===== src/rtl/delay_calibrator.sv =====
// Closed-loop latency probe: steps stim_out, then counts enable ticks until resp_in
// reaches threshold. The result is reported in measured_length, or timeout is raised.
module delay_calibrator #(
  parameter int                   MAX_LENGTH = 32,
  parameter int                   BIT_WIDTH  = 16,
  parameter logic [BIT_WIDTH-1:0] AMPLITUDE  = 16'h4000,
  localparam int                  ADDR_WIDTH = $clog2(MAX_LENGTH)
) (
  input  logic                  clock,
  input  logic                  reset_n,
  input  logic                  enable,
  input  logic                  start,
  input  logic                  abort,
  input  logic [BIT_WIDTH-1:0]  threshold,
  input  logic [BIT_WIDTH-1:0]  resp_in,
  output logic [BIT_WIDTH-1:0]  stim_out,
  output logic                  busy,
  output logic                  done,
  output logic                  timeout,
  output logic [ADDR_WIDTH-1:0] measured_length
);

  localparam logic [ADDR_WIDTH-1:0] LAST = ADDR_WIDTH'(MAX_LENGTH - 1);
  localparam logic [ADDR_WIDTH-1:0] ONE  = ADDR_WIDTH'(1);

  typedef enum logic [1:0] {S_IDLE, S_SETTLE, S_MEAS, S_DONE} state_t;

  // Saturating tick counter: the top value is sticky, so the count can never wrap.
  function automatic logic [ADDR_WIDTH-1:0] sat_inc(input logic [ADDR_WIDTH-1:0] v);
    return (v == LAST) ? LAST : v + ONE;
  endfunction

  state_t                  r_state, w_nxt_state;
  logic [ADDR_WIDTH-1:0]   r_count, w_nxt_count;
  logic [BIT_WIDTH-1:0]    r_stim, w_nxt_stim;
  logic                    r_busy, w_nxt_busy;
  logic                    r_done, w_nxt_done;
  logic                    r_timeout, w_nxt_timeout;
  logic [ADDR_WIDTH-1:0]   r_len, w_nxt_len;

  logic signed [BIT_WIDTH-1:0] w_resp;
  logic signed [BIT_WIDTH-1:0] w_thr;
  logic                        w_below;
  logic [ADDR_WIDTH-1:0]       w_inc;

  assign w_resp  = resp_in;
  assign w_thr   = threshold;
  assign w_below = (w_resp < w_thr);
  assign w_inc   = sat_inc(r_count);

  always_comb begin
    w_nxt_state   = r_state;
    w_nxt_count   = r_count;
    w_nxt_stim    = r_stim;
    w_nxt_done    = r_done;
    w_nxt_timeout = r_timeout;
    w_nxt_len     = r_len;
    if (abort) begin
      w_nxt_state   = S_IDLE;
      w_nxt_count   = '0;
      w_nxt_stim    = '0;
      w_nxt_done    = 1'b0;
      w_nxt_timeout = 1'b0;
    end else begin
      case (r_state)
        S_IDLE, S_DONE: begin
          if (start) begin
            w_nxt_state   = S_SETTLE;
            w_nxt_count   = '0;
            w_nxt_done    = 1'b0;
            w_nxt_timeout = 1'b0;
          end
        end
        S_SETTLE: begin
          // Wait for the path to sit below threshold before launching the step.
          if (enable) begin
            if (w_below) begin
              w_nxt_stim  = AMPLITUDE;
              w_nxt_count = ONE;
              w_nxt_state = S_MEAS;
            end else begin
              w_nxt_count = w_inc;
              if (w_inc == LAST) begin
                w_nxt_timeout = 1'b1;
                w_nxt_state   = S_DONE;
              end
            end
          end
        end
        S_MEAS: begin
          // A crossing on the last count still wins over the timeout.
          if (enable) begin
            if (!w_below) begin
              w_nxt_len   = r_count;
              w_nxt_done  = 1'b1;
              w_nxt_stim  = '0;
              w_nxt_state = S_DONE;
            end else if (r_count == LAST) begin
              w_nxt_timeout = 1'b1;
              w_nxt_stim    = '0;
              w_nxt_state   = S_DONE;
            end else begin
              w_nxt_count = w_inc;
            end
          end
        end
        default: w_nxt_state = S_IDLE;
      endcase
    end
    w_nxt_busy = (w_nxt_state == S_SETTLE) || (w_nxt_state == S_MEAS);
  end

  always_ff @(posedge clock or negedge reset_n) begin
    if (!reset_n) begin
      r_state   <= S_IDLE;
      r_count   <= '0;
      r_stim    <= '0;
      r_busy    <= 1'b0;
      r_done    <= 1'b0;
      r_timeout <= 1'b0;
      r_len     <= '0;
    end else begin
      r_state   <= w_nxt_state;
      r_count   <= w_nxt_count;
      r_stim    <= w_nxt_stim;
      r_busy    <= w_nxt_busy;
      r_done    <= w_nxt_done;
      r_timeout <= w_nxt_timeout;
      r_len     <= w_nxt_len;
    end
  end

  assign stim_out        = r_stim;
  assign busy            = r_busy;
  assign done            = r_done;
  assign timeout         = r_timeout;
  assign measured_length = r_len;

endmodule

===== config.mk =====
export PLATFORM = sky130hd
export DESIGN_NAME = delay_calibrator
export DESIGN_NICKNAME = d
export VERILOG_FILES = /design/src/rtl/delay_calibrator.sv
export SDC_FILE = /design/constraint.sdc
export NUM_CORES = 1
export LEC_CHECK = 0
export ABC_AREA = 1
export BUFFER_PORTS_ARGS = -buffer_cell sky130_fd_sc_hd__buf_2
export CAP_MARGIN = 10
export CORE_MARGIN = 2
export CORE_UTILIZATION = 40
export CTS_CLUSTER_DIAMETER = 60
export CTS_CLUSTER_SIZE = 16
export DETAILED_ROUTE_END_ITERATION = 10
export PLACE_DENSITY = 0.67
export SLEW_MARGIN = 20
export SYNTH_ARGS = -nofsm -noshare
export SYNTH_HDL_FRONTEND = slang
export SYNTH_SLANG_ARGS = --single-unit

===== constraint.sdc =====
create_clock -name clock -period 2.9 [get_ports clock]
set_input_delay 0.87 -clock clock [delete_from_list [all_inputs] [get_ports clock]]
set_output_delay 0.87 -clock clock [all_outputs]
set_load 0.02 [all_outputs]

==> out/results.ini, run 1 <==
[status]
outcome = finished, final reports clean

[yosys]
synth_xor_area_share_pct = 0
synth_adder_area_share_pct = 14.83
synth_top_family_by_area = simple AND/OR/NAND/NOR gates
synth_area_per_cell_sq_um = 7.155
synthTopCellsByArea = dfrtp_1 (25%), ha_1 (15%), nand2_1 (14%), inv_1 (8.4%), buf_4 (7.0%)
synth_top_area_share_pct = 24.98
syn_area_sq_um = 1603
syn_inst = 224
ys_types = 27
synth_seq_area_share_pct = 24.98
synthMuxAreaShare_pct = 0
synth-seq-cells = 16
yosysTopAreaCell = dfrtp_1
yosys.area_share.simple_pct = 33.49
synth_compound_area_share_pct = 9.602
yosys_warnings = 0

[pwr]
power_leakage_nw = 1.160
power.density_nw_per_um2 = 357.9
ir_drop_mv = 0.2969

[setup_path]
start_kind = input pin
crit_family = simple AND/OR/NAND/NOR gates
crit_chain = buf_2 -> inv_1 -> ha_1 -> a21oi_1 -> nor2_1 -> nor3_1 -> nand2_1 -> nand2_1 -> nand2_1 -> nand2_4 -> nand2_4 -> inv_2 -> nand2_4 -> o211ai_4 -> inv_2 -> nand2_1 -> o21ai_1
crit_slowest_cell = ha_1
worst-path-max-fanout = 6
arrival_ns = 2.56
cp_data_required_time_ns = 3.03
reg2reg_to = r_count[3]
crit_type = in2reg
crit_buf_inv = 4
crit_path_max_incr_delay_ns = 0.30
crit_top_cell = nand2_1
r2r_start = r_state[0]
reg2regPathDepth = 11
critical_path.endpoint_type = flip-flop
r2r_setup_slack_ns = 0.94

[worst_hold_path]
hold_class = reg2reg
hold_depth = 2
min_to = measured_length[3]
min_from = measured_length[3]

[routing]
drt-initial-drc-count = 59
wl_per_cell_um = 9.196
num_vias = 1419
drtPass1Iterations = 6
wl_mm = 2.961
ant_nets = 0
drc = 0
vias_per_cell = 4.407

[cts]
clock_sinks = 16
clk_pin_slew_ns = 0.06
htree_levels = 1
post_cts_resized = 0
clk_latency_ns = 0.25
clk_path_buf_depth = 2
hold_buffers = 0
tritoncts = built
cts_root_buf = clkbuf_8
cts_buffers = 3
cts_setup_buffers = 0

[die]
rows = 23
pin_count = 61
die-area_sq_um = 4529
initial_core_util_pct = 40.95
die_width_um = 67.30
die_y_um = 67.30
core_sq_um = 3914

[place]
dp_hpwl_mm = 2.549
globalplace.congestion = 0.8167
placed_area_sq_um = 1831
port_buffers = 45

[timing]
slew_viol_final = 0
grt_setup_unrepaired = false
fmax_ghz = 0.4119
fin_skew_ns = 0.005248
setup_violations = 0
setup_tns_ns = 0
hold_viol = 0
fin_crit_ns = 2.428
finalCritPeriodShare_pct = 83.71

[cells_and_area]
nets = 329
fin_area_sq_um = 1886
drive_gt1_share_pct = 27.21
nFillCells = 410
n_antenna_cell = 0
area_delta_synth_final_pct = 17.64
multi_input_area_sq_um = 984.7
regArea_sq_um = 400.4

[global_route]
overflow = 0
grt_first_pass_wirelength_mm = 5.071
antenna_found_initial = 0
grt_pass1_vias = 1257
grt_max_degree = 17
gr-usage-all-layers_pct = 14.31

[run]
max_cap_viol_count = 0

logic make-up (layout without fill, tap and decap cells):
| family | count (synthesis) | after routing |
|---|---|---|
| AOI/OAI and AO/OA | 26 | 26 |
| adders and majority gates | 19 | 19 |
| and+or+nand+nor | 105 | 105 |
| DFF | 16 | 16 |
| buffers and inverters | 57 | 91 |
| other | 1 | 15 |
metrics by stage:
stage / hold WS, ns / instances / utilization, % / worst slack [ns] / power, mW
3_5_place_dp: 0.4597 / 318 / 46.77 / 0.2133 / 0.4829
4_1_cts: 0.4772 / 322 / 48.18 / 0.4749 / 0.6832
2_1_floorplan: 0.4877 / 238 / - / 0.4451 / 0.4317
3_3_place_gp: 0.4598 / 318 / 46.77 / 0.2386 / 0.4808
5_1_grt: 0.5002 / 322 / 48.18 / 0.2407 / 0.7264
6_report: 0.4700 / 322 / 48.18 / 0.4724 / 0.6748
final cells by class:
type                            count  share of cell area [%]
Inverter                           42                   8.361
Sequential cell                    16                   21.23
Tap cell                           50                   3.318
Multi-Input combinational cell    165                   52.22
Timing Repair Buffer               45                   11.94
Clock buffer                        4                   2.920
routing by layer:
metal,vias to the layer above,global-route usage [%],part of all wire (%)
met4,0,2.296,0.78
met3,2,3.000,4.8
met1,604,19.20,50
li1,777,-,-
met2,36,24.01,44
met5,-,0,0
worst max-delay path by stage:
stage	startpoint	slack [ns]	end	cells past startpoint
2_1_floorplan	threshold[11]	0.45	r_count[0]	16
3_3_place_gp	threshold[5]	0.24	r_count[0]	17
3_5_place_dp	threshold[5]	0.21	r_count[3]	17
4_1_cts	threshold[5]	0.47	r_count[3]	17
5_1_grt	threshold[5]	0.24	r_count[3]	17
6_report	threshold[5]	0.47	r_count[3]	17
flip-flops by register name, indices dropped and copies added, names as in the netlist:
register and flops:
r_state 2, timeout 1, r_count 5, done 1, measured_length 5, busy 1, stim_out 1
worst register-to-register path: cells and delay by family (launching register included):
kind	cells	cell delay [ns]
adders and majority gates	1	0.38
DFF	1	0.40
and+or+nand+nor	2	0.30
AOI/OAI and AO/OA	3	0.26
buffers and inverters	5	0.49
report_power, final:
| group | leakage [nW] | internal, mW | switching (mW) | total [mW] |
|---|---|---|---|---|
| clock | 0.0288 | 0.120 | 0.0762 | 0.197 |
| sequential | 0.217 | 0.237 | 0.00852 | 0.246 |
| combinational | 0.914 | 0.0853 | 0.147 | 0.232 |
cell usage in the layout (no fill, tap or decap):
cell and count:
clkbuf_8 4, nand2_4 4, o22ai_1 2, nor2_1 14, o211ai_1 1, buf_2 45
nand3_1 10, o21ai_0 5, nor2_8 1, nand3_2 6, nor3_2 2, inv_2 6
nand4_1 1, nand2_1 58, a21oi_1 9, o211ai_4 1, nand2_2 2, dfrtp_1 16
o31ai_1 1, or2_0 1, or2_1 1, ha_1 19, nor2_2 2, nor3_1 2
conb_1 15, nand3_4 1, inv_1 36, o21ai_1 7
cells in the mapped netlist (all sizes together):
master and number:
nand2 64, nand4 1, ha 19, a21oi 9
o22ai 2, nor2 17, inv 42, buf 15
dfrtp 16, o211ai 2, o21ai 12, conb 1
nor3 4, or2 2, o31ai 1, nand3 17
No activity file was read; power rests on OpenSTA's default activity.
==> run 2: changes to the inputs <==
Settings changed: ABC_AREA 1 to 0, PLACE_DENSITY 0.67 to 0.7.
Clock period 2.9 ns to 2 ns, I/O delays scaled along.
==> out/results.ini, run 2 <==
[status]
outcome = finished, violations left
violations = setup timing

[cts]
cts_buffers = 3  ; unchanged
clk_pin_slew_ns = 0.06  ; about the same
clock_sinks = 16  ; unchanged
cts_root_buf = clkbuf_8
clk_latency_ns = 0.25  ; about the same
tritoncts = built
htree_levels = 1  ; unchanged
clk_path_buf_depth = 2  ; unchanged

[setup_path]
crit_path_start = threshold[2]
arrival_ns = 2.48  ; -0.08 ns
worst-path-max-fanout = 6  ; unchanged
crit_type = in2reg
cp_data_required_time_ns = 2.13  ; -0.90 ns
start_kind = input pin
critical_path.endpoint_type = flip-flop
r2r_start = r_count[0]
r2r_setup_slack_ns = -0.14  ; -1.08 ns

[cells_and_area]
fin_area_sq_um = 2293  ; +22%
multi_input_area_sq_um = 1259  ; +28%
area_delta_synth_final_pct = 45.25
mostFrequentLayoutCell = buf_2
regArea_sq_um = 400.4  ; unchanged
instances_no_fill = 292  ; -9.3%
final_core_util_pct = 61.72  ; +14 points
nets = 301  ; -8.5%
nFillCells = 325  ; -21%
drive_gt1_share_pct = 49.18  ; +22 points
n_antenna_cell = 0  ; unchanged
final_cell_mix = buf_2 (37), dfrtp_1 (16), conb_1 (15), buf_4 (15), nand2_1 (14)

[yosys]
yosys-top-cells-count = inv_1 (24), ha_1 (19), dfrtp_1 (16), buf_4 (15), nand2_1 (15)
ys_types = 43  ; +59%
synth_area_per_cell_sq_um = 8.676  ; +21%
syn_inst = 182  ; -19%
yosys_warnings = 0  ; unchanged
synth_seq_area_share_pct = 25.36  ; +0.38 points
synth-seq-cells = 16  ; unchanged
syn_area_sq_um = 1579  ; -1.5%
synth_edf_count = 0  ; unchanged
synth-main-ff-cell = dfrtp_1
yosysMostFrequentCell = inv_1
synthTopCellsByArea = dfrtp_1 (25%), ha_1 (15%), buf_4 (7.1%), inv_1 (5.7%), mux2_4 (4.8%)
synth_top_area_share_pct = 25.36  ; +0.38 points
synthArstFlopShare_pct = 100.0  ; unchanged
yosysTopAreaCell = dfrtp_1

[place]
dp_hpwl_mm = 2.784  ; +9.2%
port_buffers = 45  ; unchanged
place_inst = 286  ; -10%
globalplace.congestion = 0.8891  ; +8.9%
dp_slack_ns = -0.6938  ; -0.9071 ns
placed_area_sq_um = 2056  ; +12%

[timing]
finalCritPeriodShare_pct = 117.6
grt_setup_unrepaired = true
fmax_ghz = 0.4251
setup_violations = 16  ; +16
layout_setup_ws_ns = -0.3524  ; -0.8248 ns
slew_viol_final = 0  ; unchanged
whs_ns = 0.2461  ; -0.2239 ns
fin_skew_ns = 0.007459  ; +0.002211 ns
fin_crit_ns = 2.352
setup_tns_ns = -4.403  ; -4.403 ns
hold_viol = 0  ; unchanged

[die]
pin_count = 61  ; unchanged
rows = 22  ; -4.3%
die-area_sq_um = 4466  ; -1.4%
core_sq_um = 3716  ; -5.1%
initial_core_util_pct = 42.49  ; +1.5 points
die_y_um = 66.83  ; -0.70%
die_width_um = 66.83  ; -0.70%

[routing]
drtPass1Iterations = 4  ; -2
ant_nets = 0  ; unchanged
wl_per_cell_um = 12.12  ; +32%
drc = 0  ; unchanged
vias_per_cell = 4.969  ; +13%
drt-initial-drc-count = 86  ; +46%
wl_mm = 3.539  ; +20%
num_vias = 1451  ; +2.3%

[run]
max_cap_viol_count = 0  ; unchanged

[worst_hold_path]
hold_class = in2async

[global_route]
gr-usage-all-layers_pct = 16.91  ; +2.6 points
grt_pass1_vias = 1421  ; +13%
antenna_found_initial = 0  ; unchanged
grt_first_pass_wirelength_mm = 5.947  ; +17%
grt_max_degree = 17  ; unchanged
overflow = 0  ; unchanged

[pwr]
total_power_mw = 1.009  ; +49%
ir_drop_mv = 0.1979  ; -33%
power_leakage_nw = 1.056  ; -9.0%
power.density_nw_per_um2 = 439.8  ; +23%

[run 2: cell count changes after synthesis, sizes merged, moves of 5 or more]
cell / change
nand2: -49
inv: -16
nor2: -8
mux2: +5
a21oi: +5
nand3: -12
a31oi: +9
[run 2: timing repair]
| action | 4_1_cts | 5_1_grt |
|---|---|---|
| hold endpoints to repair | 0 | 0 |
| pin swaps | 11 | 9 |
| gates resized for setup | 25 | 7 |
| buffers inserted | 1 | 1 |
| setup endpoints to repair | 16 | 16 |
| hold buffers | 0 | 0 |
[run 2: cell type report]
type,instances,share of cell area (%)
clock buffer,4,2.400
tap,48,2.619
timing repair buffer,61,17.73
sequential,16,17.46
multi-input combinational,137,54.88
inverter,26,4.910
[run 2: cells by family after synthesis]
kind of cell / after synthesis / share of synthesized area [%]
fa+ha+maj: 20 / 15.69
simple gates: 45 / 15.85
flops: 16 / 25.36
buf+inv: 43 / 14.11
mux: 6 / 5.388
compound gates: 51 / 23.38
other cells: 1 / 0.2375
[run 2: power breakdown]
group	leakage (nW)	switching, mW	internal, mW	total (mW)
Combinational	0.806	0.208	0.174	0.382
Sequential	0.221	0.00688	0.334	0.341
Clock	0.0288	0.111	0.175	0.286
[run 2: worst paths after layout]
path                                 endpoint  cells after the start
max                                r_count[0]                     10
max in group asynchronous          r_state[1]                      1
max reg2reg                              busy                      8
min in group clock         measured_length[4]                      1
min reg2reg                measured_length[4]                      1
min                                r_count[2]                      1
[run 2: metal layers]
metal / up-vias / part of all wire, % / global-route usage, %
li1: 741 / - / -
met1: 653 / 45 / 23.15
met2: 55 / 48 / 27.63
met3: 2 / 5.9 / 3.041
met4: 0 / 0.40 / 3.827
met5: - / 0 / 0
[run 2: worst max-delay path, stage by stage]
cell and delay (ns):
buf_2 0.10, inv_2 0.05, ha_4 0.19, a211o_1 0.28, a31oi_4 0.18, o221ai_4 0.15, a211o_4 0.39, o2111ai_4 0.25
and2_4 0.21, o21ai_1 0.08
==> run 3: changes to the inputs <==
Settings changed: ABC_AREA 0 to 1.
==> out/results.ini, run 3 (synthesis gave the netlist of run 1 again) <==
[timing]
fmax_ghz = 0.4867  ; +14%
grt_setup_unrepaired = true
setup_violations = 5  ; -11
setup_tns_ns = -0.1522  ; +4.251 ns
layout_setup_ws_ns = -0.05484  ; +0.2976 ns
slew_viol_final = 0  ; unchanged
hold_viol = 0  ; unchanged
fin_skew_ns = 0.003967  ; -0.003491 ns
fin_crit_ns = 2.055  ; -0.2976 ns
finalCritPeriodShare_pct = 102.7  ; -15 points

[routing]
wl_mm = 3.367  ; -4.9%
drc = 0  ; unchanged
num_vias = 1528  ; +5.3%
drtPass1Iterations = 4  ; unchanged
ant_nets = 0  ; unchanged
wl_per_cell_um = 10.20  ; -16%
drt-initial-drc-count = 48  ; -44%
vias_per_cell = 4.630  ; -6.8%

[setup_path]
crit_chain = buf_2 -> ha_4 -> a21oi_2 -> a21oi_2 -> nor3_4 -> nand3_4 -> nand2_4 -> inv_4 -> nand2_4 -> o211ai_4 -> inv_2 -> nand3_4 -> a21oi_2
crit_top_cell = a21oi_2
crit_path_max_incr_delay_ns = 0.22  ; -0.17 ns
cp_data_required_time_ns = 2.18  ; +0.05 ns
crit_family = simple AND/OR/NAND/NOR gates
start_kind = input pin
critical_path.endpoint_type = flip-flop
crit_buf_inv = 3  ; +1
arrival_ns = 2.23  ; -0.25 ns
crit_slowest_cell = ha_4
crit_type = in2reg
worst-path-max-fanout = 6  ; unchanged

[pwr]
power_frac_seq_pct = 32.5  ; -1.3 points
sw_frac_of_total_pct = 34.70  ; +2.4 points
switchingPower_mw = 0.3789  ; +16%
intPower_mw = 0.7132  ; +4.4%
clkPwrFrac_pct = 25.4  ; -2.9 points
power_leakage_nw = 1.241  ; +18%
p_comb_share_pct = 42.0  ; +4.1 points
total_power_mw = 1.092  ; +8.3%
power.density_nw_per_um2 = 476.2  ; +8.3%
ir_drop_mv = 0.4387  ; +120%

[cts]
clk_path_buf_depth = 2  ; unchanged
cts_root_buf = clkbuf_8
cts_buffers = 3  ; unchanged
hold_buffers = 0  ; unchanged
htree_levels = 1  ; unchanged
tritoncts = built
clock_sinks = 16  ; unchanged
clk_pin_slew_ns = 0.06  ; about the same
clk_latency_ns = 0.25  ; about the same

[cells_and_area]
drive_gt1_share_pct = 45.36  ; -3.8 points
multi_input_area_sq_um = 1246  ; -0.99%
n_antenna_cell = 0  ; unchanged
area_delta_synth_final_pct = 43.09
nets = 337  ; +12%
final_core_util_pct = 58.60  ; -3.1 points
nFillCells = 371  ; +14%
regArea_sq_um = 400.4  ; unchanged
mostFrequentLayoutCell = nand2_1
final_cell_mix = nand2_1 (50), buf_2 (33), inv_1 (24), dfrtp_1 (16), conb_1 (15)

[global_route]
grt_max_degree = 17  ; unchanged
antenna_found_initial = 0  ; unchanged
grt_pass1_vias = 1334  ; -6.1%
overflow = 0  ; unchanged
grt_first_pass_wirelength_mm = 5.430  ; -8.7%
gr-usage-all-layers_pct = 15.12  ; -1.8 points

[die]
die_width_um = 67.30  ; +0.70%
die_y_um = 67.30  ; +0.70%
core_sq_um = 3914  ; +5.3%
initial_core_util_pct = 40.95  ; -1.5 points
pin_count = 61  ; unchanged
rows = 23  ; +4.5%
die-area_sq_um = 4529  ; +1.4%

[place]
port_buffers = 45  ; unchanged
dp_hpwl_mm = 2.723  ; -2.2%
globalplace.congestion = 0.8463  ; -4.8%

[status]
outcome = finished, violations left
violations = setup timing

[worst_hold_path]
hold_class = in2async

[run]
max_cap_viol_count = 0  ; unchanged

[run 3: routing by layer]
| metal | vias up | wire [um] | track usage, % |
|---|---|---|---|
| met1 | 686 | 1529 | 20.47 |
| met3 | 4 | 192 | 3.000 |
| met5 | - | 0 | 0 |
| li1 | 789 | - | - |
| met4 | 0 | 33 | 2.041 |
| met2 | 49 | 1613 | 25.50 |
[run 3: power groups by stage]
stage | combinational [mW] | sequential (mW) | clock, mW
detailed placement | 0.395 | 0.361 | 0
global route | 0.518 | 0.356 | 0.308
global placement | 0.388 | 0.360 | 0
CTS | 0.426 | 0.355 | 0.289
finish | 0.459 | 0.355 | 0.278
floorplan | 0.272 | 0.380 | 0
[run 3: per-stage QoR]
stage	std cells	setup slack [ns]	instance area (sq um)	hold WS, ns
2_1_floorplan	238	-0.1269	1788	0.3044
3_3_place_gp	324	-0.3353	2008	0.4557
3_5_place_dp	324	-0.4114	2008	0.4600
4_1_cts	328	-0.01573	2178	0.2622
5_1_grt	330	-0.1473	2293	0.2770
6_report	330	-0.05484	2293	0.2560
[run 3: final cells by class]
cell class | instances | share of cell area [%]
clock buffers | 4 | 2.400
flip-flops and latches | 16 | 17.46
multi-input cells | 165 | 54.34
well taps | 50 | 2.728
inverters | 42 | 7.529
repair buffers | 53 | 15.55
[run 3: repair_timing]
| item | 4_1_cts | 5_1_grt |
|---|---|---|
| setup buffers | 0 | 2 |
| gates resized for setup | 23 | 21 |
| pin swaps | 20 | 18 |
| setup endpoints to repair | 13 | 14 |
[run 3: worst paths after layout]
path	cells past startpoint	end	start	slack, ns
min	1	measured_length[2]	reset_n	0.26
min in group clock	2	timeout	timeout	0.47
max	13	r_count[4]	resp_in[11]	-0.05
max in group asynchronous	1	busy	reset_n	1.48
min reg2reg	2	timeout	timeout	0.47
max reg2reg	17	busy	r_count[0]	0.06
